### src/rtl/instruction_fetch_unit_if.sv
// Instruction-memory request bus between the fetch unit (master) and instruction memory (slave).
// The request holds address stable from assertion until the cycle the memory signals ready.

interface instruction_fetch_unit_if;
    logic        IMemReq_o;
    logic [31:0] IMemAddr_o;
    logic        IMemReady_i;
    logic [31:0] IMemData_i;

    modport master (
        output IMemReq_o,
        output IMemAddr_o,
        input  IMemReady_i,
        input  IMemData_i
    );

    modport slave (
        input  IMemReq_o,
        input  IMemAddr_o,
        output IMemReady_i,
        output IMemData_i
    );
endinterface

### src/rtl/instruction_fetch_unit.sv
// MIPS instruction fetch stage: PC, instruction-memory handshake, one-entry skid buffer and IF/ID register.
// Optional build macro FETCH_COUNTER_EN adds FetchCount_o, a count of fetched words that were kept.

module instruction_fetch_unit #(
    parameter logic [31:0] PC_RESET = 32'h0040_0000
) (
    input  logic                     clk,
    input  logic                     reset,
    input  logic                     Stall_i,
    input  logic                     BranchTaken_i,
    input  logic [31:0]              BranchTarget_i,
    instruction_fetch_unit_if.master imem,
    output logic [31:0]              Instruction_o,
    output logic [5:0]               OP_o,
    output logic [31:0]              PCPlus4_o,
    output logic                     Valid_o
`ifdef FETCH_COUNTER_EN
    ,
    output logic [31:0]              FetchCount_o
`endif
);

    typedef enum logic [1:0] {
        BOOT  = 2'd0,
        FETCH = 2'd1,
        DROP  = 2'd2
    } state_t;

    function automatic logic [31:0] word_align(input logic [31:0] a);
        return a & 32'hFFFF_FFFC;
    endfunction

    function automatic logic [31:0] pc_inc(input logic [31:0] a);
        return a + 32'd4;
    endfunction

    state_t      state_r, state_s;
    logic [31:0] pc_r, pc_s;
    logic [31:0] target_r, target_s;
    logic        req_r, req_s;
    logic [31:0] addr_r, addr_s;
    logic        skid_valid_r, skid_valid_s;
    logic [31:0] skid_instr_r, skid_instr_s;
    logic [31:0] skid_pc4_r, skid_pc4_s;
    logic        ifid_valid_r, ifid_valid_s;
    logic [31:0] ifid_instr_r, ifid_instr_s;
    logic [31:0] ifid_pc4_r, ifid_pc4_s;
    logic        hs_s;
    logic        keep_s;
    logic [31:0] target_in_s;

    assign hs_s        = req_r & imem.IMemReady_i;
    assign target_in_s = word_align(BranchTarget_i);

    // State register and all datapath registers
    always_ff @(posedge clk or negedge reset) begin
        if (!reset) begin
            state_r      <= BOOT;
            pc_r         <= PC_RESET;
            target_r     <= PC_RESET;
            req_r        <= 1'b0;
            addr_r       <= PC_RESET;
            skid_valid_r <= 1'b0;
            skid_instr_r <= 32'd0;
            skid_pc4_r   <= 32'd0;
            ifid_valid_r <= 1'b0;
            ifid_instr_r <= 32'd0;
            ifid_pc4_r   <= 32'd0;
        end else begin
            state_r      <= state_s;
            pc_r         <= pc_s;
            target_r     <= target_s;
            req_r        <= req_s;
            addr_r       <= addr_s;
            skid_valid_r <= skid_valid_s;
            skid_instr_r <= skid_instr_s;
            skid_pc4_r   <= skid_pc4_s;
            ifid_valid_r <= ifid_valid_s;
            ifid_instr_r <= ifid_instr_s;
            ifid_pc4_r   <= ifid_pc4_s;
        end
    end

    // Next state, next PC, redirect target latch and keep decision for the memory word
    always_comb begin
        state_s  = state_r;
        pc_s     = pc_r;
        target_s = target_r;
        keep_s   = 1'b0;
        case (state_r)
            BOOT: begin
                state_s = FETCH;
                if (BranchTaken_i) begin
                    pc_s     = target_in_s;
                    target_s = target_in_s;
                end else begin
                    pc_s = pc_r;
                end
            end
            FETCH: begin
                if (BranchTaken_i) begin
                    target_s = target_in_s;
                    if (req_r && !imem.IMemReady_i) begin
                        state_s = DROP;
                    end else begin
                        pc_s    = target_in_s;
                        state_s = FETCH;
                    end
                end else if (hs_s) begin
                    pc_s   = pc_inc(pc_r);
                    keep_s = 1'b1;
                end else begin
                    pc_s = pc_r;
                end
            end
            DROP: begin
                if (BranchTaken_i) begin
                    target_s = target_in_s;
                end else begin
                    target_s = target_r;
                end
                // The stale word is thrown away; a redirect in the same cycle wins
                if (hs_s) begin
                    pc_s    = target_s;
                    state_s = FETCH;
                end else begin
                    state_s = DROP;
                end
            end
            default: begin
                state_s  = BOOT;
                pc_s     = PC_RESET;
                target_s = PC_RESET;
            end
        endcase
    end

    // IF/ID register and skid buffer next values
    always_comb begin
        skid_valid_s = skid_valid_r;
        skid_instr_s = skid_instr_r;
        skid_pc4_s   = skid_pc4_r;
        ifid_valid_s = ifid_valid_r;
        ifid_instr_s = ifid_instr_r;
        ifid_pc4_s   = ifid_pc4_r;
        if (BranchTaken_i) begin
            ifid_valid_s = 1'b0;
            ifid_instr_s = 32'd0;
            ifid_pc4_s   = 32'd0;
            skid_valid_s = 1'b0;
            skid_instr_s = 32'd0;
            skid_pc4_s   = 32'd0;
        end else if (!Stall_i) begin
            if (skid_valid_r) begin
                ifid_valid_s = 1'b1;
                ifid_instr_s = skid_instr_r;
                ifid_pc4_s   = skid_pc4_r;
                skid_valid_s = 1'b0;
                skid_instr_s = 32'd0;
                skid_pc4_s   = 32'd0;
            end else if (keep_s) begin
                ifid_valid_s = 1'b1;
                ifid_instr_s = imem.IMemData_i;
                ifid_pc4_s   = pc_inc(addr_r);
            end else begin
                ifid_valid_s = 1'b0;
                ifid_instr_s = 32'd0;
                ifid_pc4_s   = 32'd0;
            end
        end else if (keep_s && !ifid_valid_r) begin
            ifid_valid_s = 1'b1;
            ifid_instr_s = imem.IMemData_i;
            ifid_pc4_s   = pc_inc(addr_r);
        end else if (keep_s) begin
            skid_valid_s = 1'b1;
            skid_instr_s = imem.IMemData_i;
            skid_pc4_s   = pc_inc(addr_r);
        end else begin
            skid_valid_s = skid_valid_r;
            ifid_valid_s = ifid_valid_r;
        end
    end

    // Request generation: an unanswered request is frozen, otherwise fetch whenever the skid is free
    always_comb begin
        req_s  = 1'b0;
        addr_s = pc_s;
        if (req_r && !hs_s) begin
            req_s  = 1'b1;
            addr_s = addr_r;
        end else if ((state_s == FETCH) && !skid_valid_s) begin
            req_s  = 1'b1;
            addr_s = pc_s;
        end else begin
            req_s  = 1'b0;
            addr_s = pc_s;
        end
    end

    assign imem.IMemReq_o  = req_r;
    assign imem.IMemAddr_o = addr_r;
    assign Instruction_o   = ifid_instr_r;
    assign OP_o            = ifid_instr_r[31:26];
    assign PCPlus4_o       = ifid_pc4_r;
    assign Valid_o         = ifid_valid_r;

`ifdef FETCH_COUNTER_EN
    logic [31:0] count_r;

    // Count of handshaked words that were kept
    always_ff @(posedge clk or negedge reset) begin
        if (!reset) begin
            count_r <= 32'd0;
        end else begin
            count_r <= count_r + {31'd0, keep_s};
        end
    end

    assign FetchCount_o = count_r;
`endif

endmodule

### src/flat_wrapper.sv
// flat-port wrapper written by rule: the top's interface ports become plain ports
module instruction_fetch_unit_flat 
#(
    parameter logic [31:0] PC_RESET = 32'h0040_0000
)
  (clk, reset, Stall_i, BranchTaken_i, BranchTarget_i, Instruction_o, OP_o, PCPlus4_o, Valid_o, imem_IMemReq_o, imem_IMemAddr_o, imem_IMemReady_i, imem_IMemData_i);
  instruction_fetch_unit_if imem_i ();
  input  logic clk;
  input  logic reset;
  input  logic Stall_i;
  input  logic BranchTaken_i;
  input  logic [31:0] BranchTarget_i;
  output logic [31:0] Instruction_o;
  output logic [5:0] OP_o;
  output logic [31:0] PCPlus4_o;
  output logic Valid_o;
  output wire logic [$bits(imem_i.IMemReq_o)-1:0] imem_IMemReq_o;
  output wire logic [$bits(imem_i.IMemAddr_o)-1:0] imem_IMemAddr_o;
  input wire logic [$bits(imem_i.IMemReady_i)-1:0] imem_IMemReady_i;
  input wire logic [$bits(imem_i.IMemData_i)-1:0] imem_IMemData_i;
  assign imem_IMemReq_o = imem_i.IMemReq_o;
  assign imem_IMemAddr_o = imem_i.IMemAddr_o;
  assign imem_i.IMemReady_i = imem_IMemReady_i;
  assign imem_i.IMemData_i = imem_IMemData_i;
  instruction_fetch_unit #(.PC_RESET(PC_RESET)) u_core (.clk(clk), .reset(reset), .Stall_i(Stall_i), .BranchTaken_i(BranchTaken_i), .BranchTarget_i(BranchTarget_i), .imem(imem_i), .Instruction_o(Instruction_o), .OP_o(OP_o), .PCPlus4_o(PCPlus4_o), .Valid_o(Valid_o));
endmodule
### config.mk
export PLATFORM = sky130hd
export DESIGN_NAME = instruction_fetch_unit_flat
export DESIGN_NICKNAME = d
export VERILOG_FILES = /design/src/rtl/instruction_fetch_unit_if.sv /design/src/rtl/instruction_fetch_unit.sv /design/src/flat_wrapper.sv
export SDC_FILE = /design/constraint.sdc
export NUM_CORES = 1
export LEC_CHECK = 0
export CAP_MARGIN = 20
export CORE_MARGIN = 1.5
export CORE_UTILIZATION = 49
export DETAILED_ROUTE_END_ITERATION = 12
export GPL_ROUTABILITY_DRIVEN = 0
export PLACE_DENSITY = 0.76
export SETUP_SLACK_MARGIN = 0.05
export SLEW_MARGIN = 0
export SYNTH_ARGS = -nofsm -noshare
export SYNTH_HDL_FRONTEND = slang
export SYNTH_SLANG_ARGS = --single-unit
### constraint.sdc
create_clock -name clk -period 2.2 [get_ports clk]
set_input_delay 0.55 -clock clk [delete_from_list [all_inputs] [get_ports clk]]
set_output_delay 0.55 -clock clk [all_outputs]
set_load 0.05 [all_outputs]
==> results.json <==
{
  "tightestPinTransition_ns": 0.6160,
  "max_cap_violations": 0,
  "synth_seq_cells": 229,
  "hp-class": "in2async",
  "setup_viol": 1,
  "num_io_pins": 173,
  "grt_pass1_wl_um": 56230,
  "start_util": 0.5039,
  "hold_ws_ns": -0.001992,
  "synth_top_area_share": 0.4928,
  "ir_drop_uv": 1067,
  "worstSkewPairLatency_ns": 0.54,
  "yosysWarnings": 0,
  "finalWorstSetupSlack_ns": -0.008578,
  "avgSynthCellArea_um2": 9.596,
  "dp_cells": 1736,
  "routed_via_density": 6.088,
  "status": "complete, but fails checks",
  "first_global_vias": 10461,
  "grt_use_total": 0.2903,
  "core_um2": 22780,
  "diodes": 0,
  "max_freq_mhz": 452.8,
  "wl_per_cell_um": 19.97,
  "cts_sinks": 229,
  "cp-startpoint": "u_core.imem.IMemReq_o",
  "final_cells": 1796,
  "chipHeight_um": 156.0,
  "clockBufferDepth": 3,
  "arrival_ns": 2.63,
  "period_needed_ns": 2.209,
  "skew_ns": 0.01343,
  "port-buffer-count": 170,
  "vias": 10934,
  "drive_gt1_frac": 0.2245,
  "drt_iter0_drc": 1110,
  "final.fill_count": 1750,
  "rows": 55,
  "grt_max_degree": 72,
  "tritoncts": "yes",
  "gr-total-overflow": 0,
  "holdBufCountCts": 0,
  "ys_top_cells_by_area": "dfrtp_1 49%, nand2_1 5.5%, o21ai_0 3.8%",
  "antenna_found_initial": 0,
  "ant_nets": 0,
  "post-place-ws_ns": -0.6891,
  "worstPathRequired_ns": 2.62,
  "nNetsFinal": 1534,
  "syn_area_um2": 11480,
  "fin_crit_sh": 1.004,
  "async_flop_share": 1.000,
  "dp_hpwl_um": 24920,
  "netlist_top_cells_count": "226 x dfrtp_1, 167 x nand2_1, 86 x o21ai_0",
  "synth_fp_nets": 1267,
  "path_clk_slew_ns": 0.07,
  "startpoint_type": "register",
  "cts-root-buf": "clkbuf_16",
  "placed_cell_area_um2": 14440,
  "syn_to_final_growth_pct": 35.79,
  "powerDensity_nw_per_um2": 1214,
  "max-slew-margin-rel": 0.5893,
  "crit_path_end_kind": "register",
  "design_area_um2": 15580,
  "slew_violations": 0,
  "synth_seq_area_share": 0.4996,
  "r2r_start": "u_core.imem.IMemReq_o",
  "violations": "hold timing, setup timing",
  "synth_edf_count": 0,
  "ys_types": 80,
  "worst-path-max-fanout": 7,
  "firstDrtPassIters": 6,
  "die_area_um2": 24350,
  "p_leak_nw": 7.104,
  "rsz0062_at_grt": "yes",
  "die_w_um": 156.0,
  "synth_cells": 1196,
  "ys.flop_type": "dfrtp_1",
  "yosysTopAreaCell": "dfrtp_1",
  "numCtsBuffers": 26,
  "critical_path_class": "reg2reg",
  "synth_most_common_cell": "dfrtp_1",
  "ctsHtreeMaxLevel": 1,
  "p_total_mw": 18.93,
  "wl_um": 35860,
  "drc": 0,
  "hold_viol": 1
}
cells in the final DEF, fill, tap and decap left out, drive strengths merged, types with 7 or more instances in the layout:
cell,n
dfrtp,226
buf,199
nand2,168
o21ai,102
nor2,86
a21oi,72
dlygate4sd2,71
clkdlybuf4s50,63
a22oi,40
a22o,38
nand3,36
xnor2,31
clkbuf,31
mux2,26
inv,25
mux2i,23
xor2,16
nand4,16
nor4,15
nor3,14
and3,14
a31oi,12
o22ai,12
o31ai,12
a222oi,11
a221oi,11
o211ai,9
and4,9
bufinv,7
nand2b,7
metal layers:
metal  global-route usage  routed length (um)  vias to the layer above
met3              0.03778                2921                      101
li1                     -                   -                     4892
met2               0.4728               17050                      589
met1               0.4000               14640                     5352
met4               0.1020                1252                        0
met5                    0                   0                        -
what timing repair did:
| action | 4_1_cts | 5_1_grt |
|---|---|---|
| pin swaps | 0 | 15 |
| gates resized for setup | 75 | 33 |
| buffers inserted | 0 | 13 |
| endpoints found under the setup margin | 95 | 35 |
| hold endpoints to repair | 0 | 0 |
metrics by stage:
stage	util	TNS (ns)
6_report	0.6842	-0.008578
2_1_floorplan	-	0
3_3_place_gp	0.6339	-59.74
5_1_grt	0.6842	-0.03388
4_1_cts	0.6744	0
3_5_place_dp	0.6339	-71.09
registers in the layout, summed over array words and instances (netlist names):
name	count
u_core.skid_instr_r	32
u_core.target_r	32
u_core.Valid_o	1
u_core.Instruction_o	32
u_core.imem.IMemReq_o	1
u_core.PCPlus4_o	32
u_core.skid_valid_r	1
u_core.skid_pc4_r	32
u_core.state_r	2
u_core.imem.IMemAddr_o	32
u_core.pc_r	32
kinds of logic (layout without fill, tap and decap cells):
kind of cell | after synthesis | after routing | synth area share
AOI/OAI and AO/OA | 361 | 361 | 0.2089
xor gates and xnor gates | 47 | 47 | 0.03587
adders and majority gates | 2 | 2 | 0.002180
buffers and inverters | 118 | 405 | 0.04579
DFF | 229 | 229 | 0.4996
muxes | 49 | 49 | 0.04590
and+or+nand+nor | 390 | 390 | 0.1618
critical path, cell delays in order (launching register included):
cell      delay [ns]
dfrtp_2         0.46
a21bo_4         0.24
and3_4          0.23
o21bai_4        0.18
a222oi_1        0.43
o21ai_1         0.24
mux2_4          0.31
path summary, 6_finish.rpt:
kind | endpoint | slack (ns) | cells after the start
setup reg to reg | u_core.imem.IMemAddr_o[13] | -0.009 | 6
setup / recovery | u_core.imem.IMemAddr_o[13] | -0.009 | 6
min in group clk | u_core.Instruction_o[11] | 0.47 | 2
hold reg to reg | u_core.Instruction_o[11] | 0.47 | 2
max in group asynchronous | u_core.target_r[22] | 1.55 | 2
hold / removal | u_core.PCPlus4_o[26] | -0.002 | 1
where the power goes:
group / total, mW / switching [mW] / internal, mW
combinational: 7.76 / 4.83 / 2.93
sequential: 6.16 / 0.992 / 5.17
clock: 5.00 / 1.86 / 3.14
total: 18.9 / 7.68 / 11.2
layout make-up:
class / instances / area (um^2) / share of cell area
multi-input combinational: 849 / 5394 / 0.3461
tap: 313 / 391.6 / 0.02513
clock inverter: 17 / 295.3 / 0.01895
sequential: 229 / 5748 / 0.3688
inverter: 24 / 90.09 / 0.005780
clock buffer: 31 / 709.4 / 0.04552
timing repair buffer: 333 / 2957 / 0.1897
No activity file was read; power rests on OpenSTA's default activity.
